### src/rtl/sal_cmd_sched_if.sv
// Scheduler bus: per-bank requests and grants, timing inputs, and the registered DFI command port.
// The master side is the bank-controller/PHY pair and the slave side is the scheduler.
interface sal_cmd_sched_if #(
  parameter int NUM_BANKS  = 8,
  parameter int BA_WIDTH   = 3,
  parameter int RA_WIDTH   = 14,
  parameter int CA_WIDTH   = 10,
  parameter int ADDR_WIDTH = 14,
  parameter int CS_WIDTH   = 1,
  parameter int TW         = 4
);
  logic [TW-1:0]                  t_rrd, t_ccd, t_wtr, t_rtw;
  logic [NUM_BANKS-1:0]           act_req, rd_req, wr_req, pre_req, ref_req;
  logic [NUM_BANKS*RA_WIDTH-1:0]  ra;
  logic [NUM_BANKS*CA_WIDTH-1:0]  ca;
  logic [NUM_BANKS-1:0]           act_gnt, rd_gnt, wr_gnt, pre_gnt, ref_gnt;
  logic                           cke;
  logic [CS_WIDTH-1:0]            cs_n;
  logic                           ras_n, cas_n, we_n;
  logic [BA_WIDTH-1:0]            ba;
  logic [ADDR_WIDTH-1:0]          addr;
  logic                           odt;

  modport master (
    output t_rrd, t_ccd, t_wtr, t_rtw, act_req, rd_req, wr_req, pre_req, ref_req, ra, ca,
    input  act_gnt, rd_gnt, wr_gnt, pre_gnt, ref_gnt, cke, cs_n, ras_n, cas_n, we_n, ba, addr, odt
  );
  modport slave (
    input  t_rrd, t_ccd, t_wtr, t_rtw, act_req, rd_req, wr_req, pre_req, ref_req, ra, ca,
    output act_gnt, rd_gnt, wr_gnt, pre_gnt, ref_gnt, cke, cs_n, ras_n, cas_n, we_n, ba, addr, odt
  );
endinterface

### src/rtl/sal_cmd_sched.sv
// N-bank DDR2 command scheduler: one combinational grant per cycle (or an all-bank REF),
// round-robin within the winning class, inter-bank timers, registered DFI command.
module sal_cmd_sched #(
  parameter int NUM_BANKS  = 8,
  parameter int BA_WIDTH   = 3,
  parameter int RA_WIDTH   = 14,
  parameter int CA_WIDTH   = 10,
  parameter int ADDR_WIDTH = 14,
  parameter int CS_WIDTH   = 1,
  parameter int TW         = 4
) (
  input  logic            clk,
  input  logic            rst_n,
  sal_cmd_sched_if.slave  sched_if
);
  typedef enum logic [2:0] {C_NONE, C_REF, C_CAS, C_ACT, C_PRE} cls_e;

  logic                  r_cke, r_ras_n, r_cas_n, r_we_n, r_odt;
  logic [CS_WIDTH-1:0]   r_cs_n;
  logic [BA_WIDTH-1:0]   r_ba, r_rr;
  logic [ADDR_WIDTH-1:0] r_addr;
  logic [TW-1:0]         r_rrd, r_ccd, r_wtr, r_rtw;

  logic [NUM_BANKS-1:0]  w_rd_ok, w_wr_ok, w_act_ok, w_cand;
  logic [NUM_BANKS-1:0]  w_act_gnt, w_rd_gnt, w_wr_gnt, w_pre_gnt, w_ref_gnt;
  logic [BA_WIDTH-1:0]   w_bank, w_idx;
  logic                  w_hit, w_is_wr;
  logic [RA_WIDTH-1:0]   w_row;
  logic [CA_WIDTH-1:0]   w_col;
  cls_e                  w_cls;

  // A programmed value t spaces commands by t cycles, so the counter holds t-1 (t=0 acts as t=1).
  function automatic logic [TW-1:0] tload(input logic [TW-1:0] t);
    return (t == '0) ? '0 : t - 1'b1;
  endfunction

  function automatic logic [TW-1:0] tdec(input logic [TW-1:0] c);
    return (c == '0) ? '0 : c - 1'b1;
  endfunction

  always_comb begin
    w_rd_ok  = (r_ccd == '0 && r_wtr == '0) ? sched_if.rd_req : '0;
    w_wr_ok  = (r_ccd == '0 && r_rtw == '0) ? sched_if.wr_req : '0;
    w_act_ok = (r_rrd == '0) ? sched_if.act_req : '0;
    w_cls    = C_NONE;
    w_cand   = '0;
    if (!r_cke)                    w_cls = C_NONE;
    else if (&sched_if.ref_req)    w_cls = C_REF;
    else if (|(w_rd_ok | w_wr_ok)) begin w_cls = C_CAS; w_cand = w_rd_ok | w_wr_ok; end
    else if (|w_act_ok)            begin w_cls = C_ACT; w_cand = w_act_ok; end
    else if (|sched_if.pre_req)    begin w_cls = C_PRE; w_cand = sched_if.pre_req; end

    // Round-robin scan from r_rr; BA_WIDTH-bit addition wraps modulo NUM_BANKS.
    w_hit  = 1'b0;
    w_bank = '0;
    w_idx  = '0;
    for (int k = 0; k < NUM_BANKS; k++) begin
      w_idx = r_rr + BA_WIDTH'(k);
      if (!w_hit && w_cand[w_idx]) begin
        w_hit  = 1'b1;
        w_bank = w_idx;
      end
    end

    w_is_wr   = (w_cls == C_CAS) && !w_rd_ok[w_bank];
    w_row     = sched_if.ra[w_bank*RA_WIDTH +: RA_WIDTH];
    w_col     = sched_if.ca[w_bank*CA_WIDTH +: CA_WIDTH];
    w_act_gnt = '0;
    w_rd_gnt  = '0;
    w_wr_gnt  = '0;
    w_pre_gnt = '0;
    w_ref_gnt = (w_cls == C_REF) ? '1 : '0;
    if (w_hit) begin
      case (w_cls)
        C_CAS:   if (w_is_wr) w_wr_gnt[w_bank] = 1'b1; else w_rd_gnt[w_bank] = 1'b1;
        C_ACT:   w_act_gnt[w_bank] = 1'b1;
        C_PRE:   w_pre_gnt[w_bank] = 1'b1;
        default: ;
      endcase
    end
  end

  always_ff @(posedge clk or negedge rst_n) begin
    if (!rst_n) begin
      r_cke <= 1'b0; r_cs_n <= '1; r_ras_n <= 1'b1; r_cas_n <= 1'b1; r_we_n <= 1'b1;
      r_ba  <= '0;   r_addr <= '0; r_odt   <= 1'b0; r_rr    <= '0;
      r_rrd <= '0;   r_ccd  <= '0; r_wtr   <= '0;   r_rtw   <= '0;
    end else begin
      r_cke <= 1'b1; r_cs_n <= '0; r_ras_n <= 1'b1; r_cas_n <= 1'b1; r_we_n <= 1'b1;
      r_ba  <= '0;   r_addr <= '0; r_odt   <= 1'b0;
      r_rrd <= tdec(r_rrd); r_ccd <= tdec(r_ccd); r_wtr <= tdec(r_wtr); r_rtw <= tdec(r_rtw);
      case (w_cls)
        C_REF: begin r_ras_n <= 1'b0; r_cas_n <= 1'b0; end
        C_ACT: begin
          r_ras_n <= 1'b0; r_ba <= w_bank; r_addr <= ADDR_WIDTH'(w_row);
          r_rrd   <= tload(sched_if.t_rrd); r_rr <= w_bank + 1'b1;
        end
        C_CAS: begin
          r_cas_n <= 1'b0; r_we_n <= !w_is_wr; r_odt <= w_is_wr;
          r_ba    <= w_bank; r_addr <= ADDR_WIDTH'(w_col);
          r_ccd   <= tload(sched_if.t_ccd); r_rr <= w_bank + 1'b1;
          if (w_is_wr) r_wtr <= tload(sched_if.t_wtr);
          else         r_rtw <= tload(sched_if.t_rtw);
        end
        C_PRE: begin
          r_ras_n <= 1'b0; r_we_n <= 1'b0; r_ba <= w_bank; r_rr <= w_bank + 1'b1;
        end
        default: ;
      endcase
    end
  end

  assign sched_if.act_gnt = w_act_gnt;
  assign sched_if.rd_gnt  = w_rd_gnt;
  assign sched_if.wr_gnt  = w_wr_gnt;
  assign sched_if.pre_gnt = w_pre_gnt;
  assign sched_if.ref_gnt = w_ref_gnt;
  assign sched_if.cke     = r_cke;
  assign sched_if.cs_n    = r_cs_n;
  assign sched_if.ras_n   = r_ras_n;
  assign sched_if.cas_n   = r_cas_n;
  assign sched_if.we_n    = r_we_n;
  assign sched_if.ba      = r_ba;
  assign sched_if.addr    = r_addr;
  assign sched_if.odt     = r_odt;
endmodule

### src/flat_wrapper.sv
// flat-port wrapper written by rule: the top's interface ports become plain ports
module sal_cmd_sched_flat 
#(
  parameter int NUM_BANKS  = 8,
  parameter int BA_WIDTH   = 3,
  parameter int RA_WIDTH   = 14,
  parameter int CA_WIDTH   = 10,
  parameter int ADDR_WIDTH = 14,
  parameter int CS_WIDTH   = 1,
  parameter int TW         = 4
)
  (clk, rst_n, sched_if_t_rrd, sched_if_t_ccd, sched_if_t_wtr, sched_if_t_rtw, sched_if_act_req, sched_if_rd_req, sched_if_wr_req, sched_if_pre_req, sched_if_ref_req, sched_if_ra, sched_if_ca, sched_if_act_gnt, sched_if_rd_gnt, sched_if_wr_gnt, sched_if_pre_gnt, sched_if_ref_gnt, sched_if_cke, sched_if_cs_n, sched_if_ras_n, sched_if_cas_n, sched_if_we_n, sched_if_ba, sched_if_addr, sched_if_odt);
  sal_cmd_sched_if #(.NUM_BANKS(NUM_BANKS), .BA_WIDTH(BA_WIDTH), .RA_WIDTH(RA_WIDTH), .CA_WIDTH(CA_WIDTH), .ADDR_WIDTH(ADDR_WIDTH), .CS_WIDTH(CS_WIDTH), .TW(TW)) sched_if_i ();
  input  logic clk;
  input  logic rst_n;
  input wire logic [$bits(sched_if_i.t_rrd)-1:0] sched_if_t_rrd;
  input wire logic [$bits(sched_if_i.t_ccd)-1:0] sched_if_t_ccd;
  input wire logic [$bits(sched_if_i.t_wtr)-1:0] sched_if_t_wtr;
  input wire logic [$bits(sched_if_i.t_rtw)-1:0] sched_if_t_rtw;
  input wire logic [$bits(sched_if_i.act_req)-1:0] sched_if_act_req;
  input wire logic [$bits(sched_if_i.rd_req)-1:0] sched_if_rd_req;
  input wire logic [$bits(sched_if_i.wr_req)-1:0] sched_if_wr_req;
  input wire logic [$bits(sched_if_i.pre_req)-1:0] sched_if_pre_req;
  input wire logic [$bits(sched_if_i.ref_req)-1:0] sched_if_ref_req;
  input wire logic [$bits(sched_if_i.ra)-1:0] sched_if_ra;
  input wire logic [$bits(sched_if_i.ca)-1:0] sched_if_ca;
  output wire logic [$bits(sched_if_i.act_gnt)-1:0] sched_if_act_gnt;
  output wire logic [$bits(sched_if_i.rd_gnt)-1:0] sched_if_rd_gnt;
  output wire logic [$bits(sched_if_i.wr_gnt)-1:0] sched_if_wr_gnt;
  output wire logic [$bits(sched_if_i.pre_gnt)-1:0] sched_if_pre_gnt;
  output wire logic [$bits(sched_if_i.ref_gnt)-1:0] sched_if_ref_gnt;
  output wire logic [$bits(sched_if_i.cke)-1:0] sched_if_cke;
  output wire logic [$bits(sched_if_i.cs_n)-1:0] sched_if_cs_n;
  output wire logic [$bits(sched_if_i.ras_n)-1:0] sched_if_ras_n;
  output wire logic [$bits(sched_if_i.cas_n)-1:0] sched_if_cas_n;
  output wire logic [$bits(sched_if_i.we_n)-1:0] sched_if_we_n;
  output wire logic [$bits(sched_if_i.ba)-1:0] sched_if_ba;
  output wire logic [$bits(sched_if_i.addr)-1:0] sched_if_addr;
  output wire logic [$bits(sched_if_i.odt)-1:0] sched_if_odt;
  assign sched_if_i.t_rrd = sched_if_t_rrd;
  assign sched_if_i.t_ccd = sched_if_t_ccd;
  assign sched_if_i.t_wtr = sched_if_t_wtr;
  assign sched_if_i.t_rtw = sched_if_t_rtw;
  assign sched_if_i.act_req = sched_if_act_req;
  assign sched_if_i.rd_req = sched_if_rd_req;
  assign sched_if_i.wr_req = sched_if_wr_req;
  assign sched_if_i.pre_req = sched_if_pre_req;
  assign sched_if_i.ref_req = sched_if_ref_req;
  assign sched_if_i.ra = sched_if_ra;
  assign sched_if_i.ca = sched_if_ca;
  assign sched_if_act_gnt = sched_if_i.act_gnt;
  assign sched_if_rd_gnt = sched_if_i.rd_gnt;
  assign sched_if_wr_gnt = sched_if_i.wr_gnt;
  assign sched_if_pre_gnt = sched_if_i.pre_gnt;
  assign sched_if_ref_gnt = sched_if_i.ref_gnt;
  assign sched_if_cke = sched_if_i.cke;
  assign sched_if_cs_n = sched_if_i.cs_n;
  assign sched_if_ras_n = sched_if_i.ras_n;
  assign sched_if_cas_n = sched_if_i.cas_n;
  assign sched_if_we_n = sched_if_i.we_n;
  assign sched_if_ba = sched_if_i.ba;
  assign sched_if_addr = sched_if_i.addr;
  assign sched_if_odt = sched_if_i.odt;
  sal_cmd_sched #(.NUM_BANKS(NUM_BANKS), .BA_WIDTH(BA_WIDTH), .RA_WIDTH(RA_WIDTH), .CA_WIDTH(CA_WIDTH), .ADDR_WIDTH(ADDR_WIDTH), .CS_WIDTH(CS_WIDTH), .TW(TW)) u_core (.clk(clk), .rst_n(rst_n), .sched_if(sched_if_i));
endmodule
### config.mk
export PLATFORM = sky130hd
export DESIGN_NAME = sal_cmd_sched_flat
export DESIGN_NICKNAME = d
export VERILOG_FILES = /design/src/rtl/sal_cmd_sched_if.sv /design/src/rtl/sal_cmd_sched.sv /design/src/flat_wrapper.sv
export SDC_FILE = /design/constraint.sdc
export NUM_CORES = 1
export LEC_CHECK = 0
export CAP_MARGIN = 30
export CORE_ASPECT_RATIO = 1.25
export CORE_UTILIZATION = 35
export DETAILED_ROUTE_END_ITERATION = 10
export PLACE_DENSITY_LB_ADDON = 0.05
export SYNTH_ARGS = -nofsm -noshare
export SYNTH_HDL_FRONTEND = slang
export SYNTH_SLANG_ARGS = --single-unit
### constraint.sdc
create_clock -name clk -period 8.5 [get_ports clk]
set_input_delay 0.85 -clock clk [delete_from_list [all_inputs] [get_ports clk]]
set_output_delay 0.85 -clock clk [all_outputs]
set_load 0.01 [all_outputs]
==> results of run 1 <==
[path summary, 6_finish.rpt]
kind / startpoint / endpoint / slack (ps) / cells after the start
max in group asynchronous: rst_n / u_core.r_rtw[0]$_DFF_PN0_ / 7420 / 2
hold reg to reg: u_core.sched_if.cke$_DFF_PN0_ / u_core.sched_if.ras_n$_DFF_PN1_ / 550 / 1
min in group asynchronous: rst_n / u_core.r_rrd[3]$_DFF_PN0_ / 620 / 2
hold / removal: u_core.sched_if.cke$_DFF_PN0_ / u_core.sched_if.ras_n$_DFF_PN1_ / 550 / 1
setup reg to reg: u_core.r_ccd[0]$_DFF_PN0_ / u_core.sched_if.addr[7]$_DFF_PN0_ / 2780 / 14
setup / recovery: sched_if_act_req[6] / sched_if_wr_gnt[0] / 1310 / 15
[logic make-up after synthesis]
| kind of cell | share of synthesized area [%] |
|---|---|
| buffers and inverters | 6.63 |
| adders and majority gates | 0.628 |
| DFF | 17.7 |
| and+or+nand+nor | 24.3 |
| muxes | 13.1 |
| xor gates and xnor gates | 0.586 |
| AOI/OAI and AO/OA | 37.0 |
| other | 0.126 |
[cell usage in the layout (no fill, tap or decap), drive strengths merged, types with 6 or more instances in the layout]
cell type,instances
a211oi,23
a21oi,28
a221oi,7
a22oi,18
a2bb2oi,11
a311oi,7
a31oi,6
a32oi,8
and2,8
and3,7
buf,24
clkbuf,7
clkdlybuf4s50,311
dfrtp,38
inv,16
mux2,15
mux2i,50
nand2,55
nand3,37
nand4,10
nor2,82
nor3,34
nor4,15
o211ai,18
o21ai,57
o221ai,16
o22ai,15
o31a,8
o31ai,6
o32ai,6
or4,6
[registers in the layout, indices dropped and copies added (netlist names), 3 cells and up]
| register | flops |
|---|---|
| u_core.sched_if.ba | 3 |
| u_core.r_rr | 3 |
| u_core.r_wtr | 4 |
| u_core.r_rrd | 4 |
| u_core.r_rtw | 4 |
| u_core.sched_if.addr | 14 |
| u_core.r_ccd | 4 |
[stage by stage]
stage,hold slack (ps),util (%),setup WS [ps]
after CTS,547,55.9,1370
after global placement,528,55.0,1500
final,545,56.0,1310
after global routing,588,56.0,930
after floorplan,501,-,3000
after detailed placement,531,55.0,1390
[routing by layer]
layer,vias to the layer above,share of wire (%)
li1,3630,-
met1,3770,39
met2,428,51
met3,64,7.4
met4,0,3.4
met5,-,0
[cell type report]
class	count	area [µm²]	area share, %
clock buffer	5	125	1.33
sequential	42	1060	11.2
timing repair buffer	337	3310	35.2
tap	220	275	2.93
clock inverter	3	28.8	0.306
inverter	16	62.6	0.666
multi-input combinational	650	4550	48.4
==> results.txt, run 1 <==
status -> finished clean
Post-synth EDFFs -> 0
Final Hold Vio Count -> 0
Post-Route WL -> 30.1 mm
DR vias -> 7892
final slew viol count -> 0
CTS Buf Count -> 5
Data required, critical path -> 7650 ps
post-route antenna net violation count -> 0
Rel. slew slack -> 36.3%
Netlist cell types -> 97
Initial DRC Count -> 591
port bufs -> 312
syn_nets -> 1026
max cap viols -> 0
number of synthesized register bits -> 42
Worst-Margin Slew -> 953 ps
largest net degree at the start of global routing -> 49
GRT Total Usage -> 33.4%
Layout Cells excl Fill -> 1273
io pins -> 313
Area contributors post-synth -> dfrtp_1 16%, mux2i_1 8.4%, nor2_1 5.1%
nature of the critical path startpoint -> primary input
met2 usage in global routing -> 58.4%
Worst Path Buf+Inv -> 2
CP max-delay cell -> clkdlybuf4s50_1
DRT Pass-1 Iters -> 5
post-cts resize count -> 0
fmax -> 139 MHz
effective utilization at floorplan -> 35.6%
FILL cells -> 1627
first-pass GRT wire length -> 44.9 mm
grt total ovfl -> 0
worst hold path type -> register to register
Async S/R FF share, synth -> 100%
vias in the first global route -> 7559
fin nets -> 1305
Area Overhead vs Synth -> 57.2%
post-route design area -> 0.00940 mm²
post-synth top area share -> 15.9%
Top Family by Delay on Critical Path -> simple AND/OR/NAND/NOR gates
Cell Area, Placed -> 0.00923 mm²
Post-Synthesis Cells -> 773
layout cell share with drive strength beyond 1 -> 9.50%
GPL Wtd Cong -> 0.976
syn avg cell area -> 7.74 µm²
DR DRC count -> 0
CP Max Fanout -> 14
post-synthesis sequential area ratio -> 17.7%
setup violators final -> 0
TNS Setup -> 0 ps
critical path arrival -> 6340 ps
Final period util -> 84.6%
dpl hpwl -> 23.6 mm
ys flop type -> dfrtp_1
vias per inst -> 6.20
clk_lat worst skew -> 310 ps
CORE AREA -> 0.0168 mm²
FP Rows -> 53
CP Class -> primary input to primary output
met1 usage -> 40.6%
clock root buffer -> clkbuf_16
gr busiest metal -> met2
TritonCTS clock tree -> yes
RSZ-0062 raised after global routing -> false
Max Root-Sink Buffers -> 2
antenna cells -> 0
Die Y -> 148 µm
routing usage on met3 -> 6.02%
clock sink count -> 42
count leader, synth -> nor2_1
Reg clk slew, reported paths -> 70 ps
initial antenna violation count -> 0
list of most frequent post-synthesis cells -> 81 x nor2_1, 54 x nand2_1, 50 x mux2i_1
Hold-fix buffers, CTS -> 0
worst stage delay on the critical path -> 600 ps
worst-case clock skew -> 7.87 ps
CP cell instances -> clkdlybuf4s50_1, nor4_1, a21bo_1, a211oi_2, or4_1, a211oi_1, o21ai_0, and3_1, or4_1, o211ai_2, nand2_2, mux2i_1, o211a_1, nor3_1, clkdlybuf4s50_1
H-tree lvl count -> 2
Final min period -> 7190 ps
wire per inst -> 23.6 µm
Critical Path End Type -> primary output
Die Wd -> 119 µm
largest area contributor in the netlist -> dfrtp_1
warnings from Yosys -> 0
Post-CTS Setup Inserts -> 0
Placed Instances -> 1263
die area -> 0.0176 mm²
mapped cell area -> 0.00598 mm²
Power of run 1 is left out: the tool's default activity adds up to more than one toggle a clock period on the data nets, which glitch-free logic cannot reach.
==> run 2, diff against run 1 <==
==> constraint.sdc (replaced) <==
create_clock -name clk -period 7.45 [get_ports clk]
set_input_delay 0.745 -clock clk [delete_from_list [all_inputs] [get_ports clk]]
set_output_delay 0.745 -clock clk [all_outputs]
set_load 0.01 [all_outputs]
==> run 2 against run 1 <==
Net effect: final cell count rose by 0.71%; final area up 0.51%; global-route usage fell by 0.37 points; worst setup slack worse by 600 ps; flip-flop and latch count did not move; sequential share of layout area shrank 0.057 points; largest cell class unchanged; highest routed layer unchanged.
==> results.txt, run 2 (same netlist as run 1, synthesis figures left out) <==
status -> finished clean
Critical Path End Type -> primary output
Worst-Margin Slew -> 1070 ps
Data required, critical path -> 6700 ps
die area -> 0.0176 mm²
critical path arrival -> 6000 ps
setup violators final -> 0
worst reg2reg path startpoint -> u_core.r_rr[1]$_DFFE_PN0N_
multi-input logic area -> 0.00454 mm²
layout cell share with drive strength beyond 1 -> 9.92%
max cap viols -> 0
DR DRC count -> 0
fmax -> 148 MHz
vias per inst -> 6.09
io pins -> 313
first-pass GRT wire length -> 44.1 mm
wire per inst -> 23.3 µm
Die Y -> 148 µm
Post-CTS Setup Inserts -> 0
most frequent cells in the layout -> 311 x clkdlybuf4s50_1, 81 x nor2_1, 54 x nand2_1
CORE AREA -> 0.0168 mm²
worst-case clock skew -> 8.41 ps
TritonCTS clock tree -> yes
CP Class -> primary input to primary output
Reg clk slew, reported paths -> 70 ps
Die Wd -> 119 µm
R2R Path End -> u_core.sched_if.addr[7]$_DFF_PN0_
register area -> 0.00106 mm²
clock sink count -> 42
FILL cells -> 1595
GPL Wtd Cong -> 1.02
post-cts resize count -> 0
clock root buffer -> clkbuf_16
GRT Total Usage -> 33.0%
Hold-fix buffers, CTS -> 0
effective utilization at floorplan -> 35.6%
clk_lat worst skew -> 310 ps
worst hold path type -> primary input to asynchronous set/reset pin
Rel. slew slack -> 28.3%
DRT Pass-1 Iters -> 5
fin nets -> 1311
post-route antenna net violation count -> 0
Area Overhead vs Synth -> 57.9%
Final period util -> 90.5%
Max Root-Sink Buffers -> 2
TNS Setup -> 0 ps
grt total ovfl -> 0
largest net degree at the start of global routing -> 49
Final Hold Vio Count -> 0
max FFs per register -> 14
Initial DRC Count -> 596
commonest non-fill, non-tap cell in the layout -> clkdlybuf4s50_1
worst reg2reg path depth -> 16
register-to-register setup slack -> 1700 ps
DR vias -> 7802
Post-Route WL -> 29.8 mm
RSZ-0062 raised after global routing -> false
final slew viol count -> 0
H-tree lvl count -> 2
dpl hpwl -> 23.6 mm
FP Rows -> 53
nature of the critical path startpoint -> primary input
vias in the first global route -> 7552
CTS Buf Count -> 5
Final min period -> 6740 ps
port bufs -> 312
initial antenna violation count -> 2
CP Max Fanout -> 16
## run 2: cell count changes in the layout (fill, tap and decap cells not counted), sizes merged
| cell | before | now |
|---|---|---|
| clkbuf | 7 | 5 |
| diode | 0 | 3 |
| buf | 24 | 32 |
## run 2: layout make-up
type                            instances  area share [%]
Multi-Input combinational cell        650            48.1
Timing Repair Buffer                  343            35.5
Sequential cell                        42            11.2
Tap cell                              220            2.91
Clock buffer                            5            1.32
Inverter                               16           0.662
Clock inverter                          3           0.305
Antenna cell                            3          0.0795
## run 2: worst max path at each step
stage                               startpoint  slack (ps)            endpoint  depth (start not counted)
global placement           sched_if_act_req[6]         870  sched_if_wr_gnt[5]                         15
finish                     sched_if_act_req[6]         710  sched_if_wr_gnt[5]                         16
detailed placement         sched_if_act_req[6]         780  sched_if_wr_gnt[5]                         16
floorplan           u_core.r_rr[0]$_DFFE_PN0N_        2080  sched_if_wr_gnt[0]                         18
CTS                        sched_if_act_req[6]         760  sched_if_wr_gnt[5]                         16
global route               sched_if_act_req[6]         290  sched_if_wr_gnt[5]                         16
## run 2: critical path, cell delays in order
cell and delay, ps:
clkdlybuf4s50_1 580, nor4_1 540, a21bo_1 420, a211oi_2 90
or4_1 430, a211oi_1 480, o21ai_0 220, nand2b_1 210
a2111oi_2 470, a211oi_4 90, inv_4 200, mux2i_1 210
mux2i_1 110, o211a_1 390, nor3_1 240, clkdlybuf4s50_1 560
## run 2: per-layer routing
layer  vias up  GRT usage (%)  routed length [µm]
met1      3713           39.0               11400
li1       3643              -                   -
met5         -              0                   0
met3        74           7.32                2420
met2       372           55.7               14500
met4         0           17.6                1480
## run 2: through the flow
stage	std cells	area (µm²)	hold WS [ps]	worst slack [ps]	utilization [%]
floorplan	773	5980	449	2080	-
global placement	1271	9290	522	871	55.3
detailed placement	1271	9290	523	782	55.3
CTS	1279	9440	550	757	56.3
global route	1281	9440	571	288	56.3
finish	1282	9450	527	705	56.3
Power of run 2 is left out for the same reason.
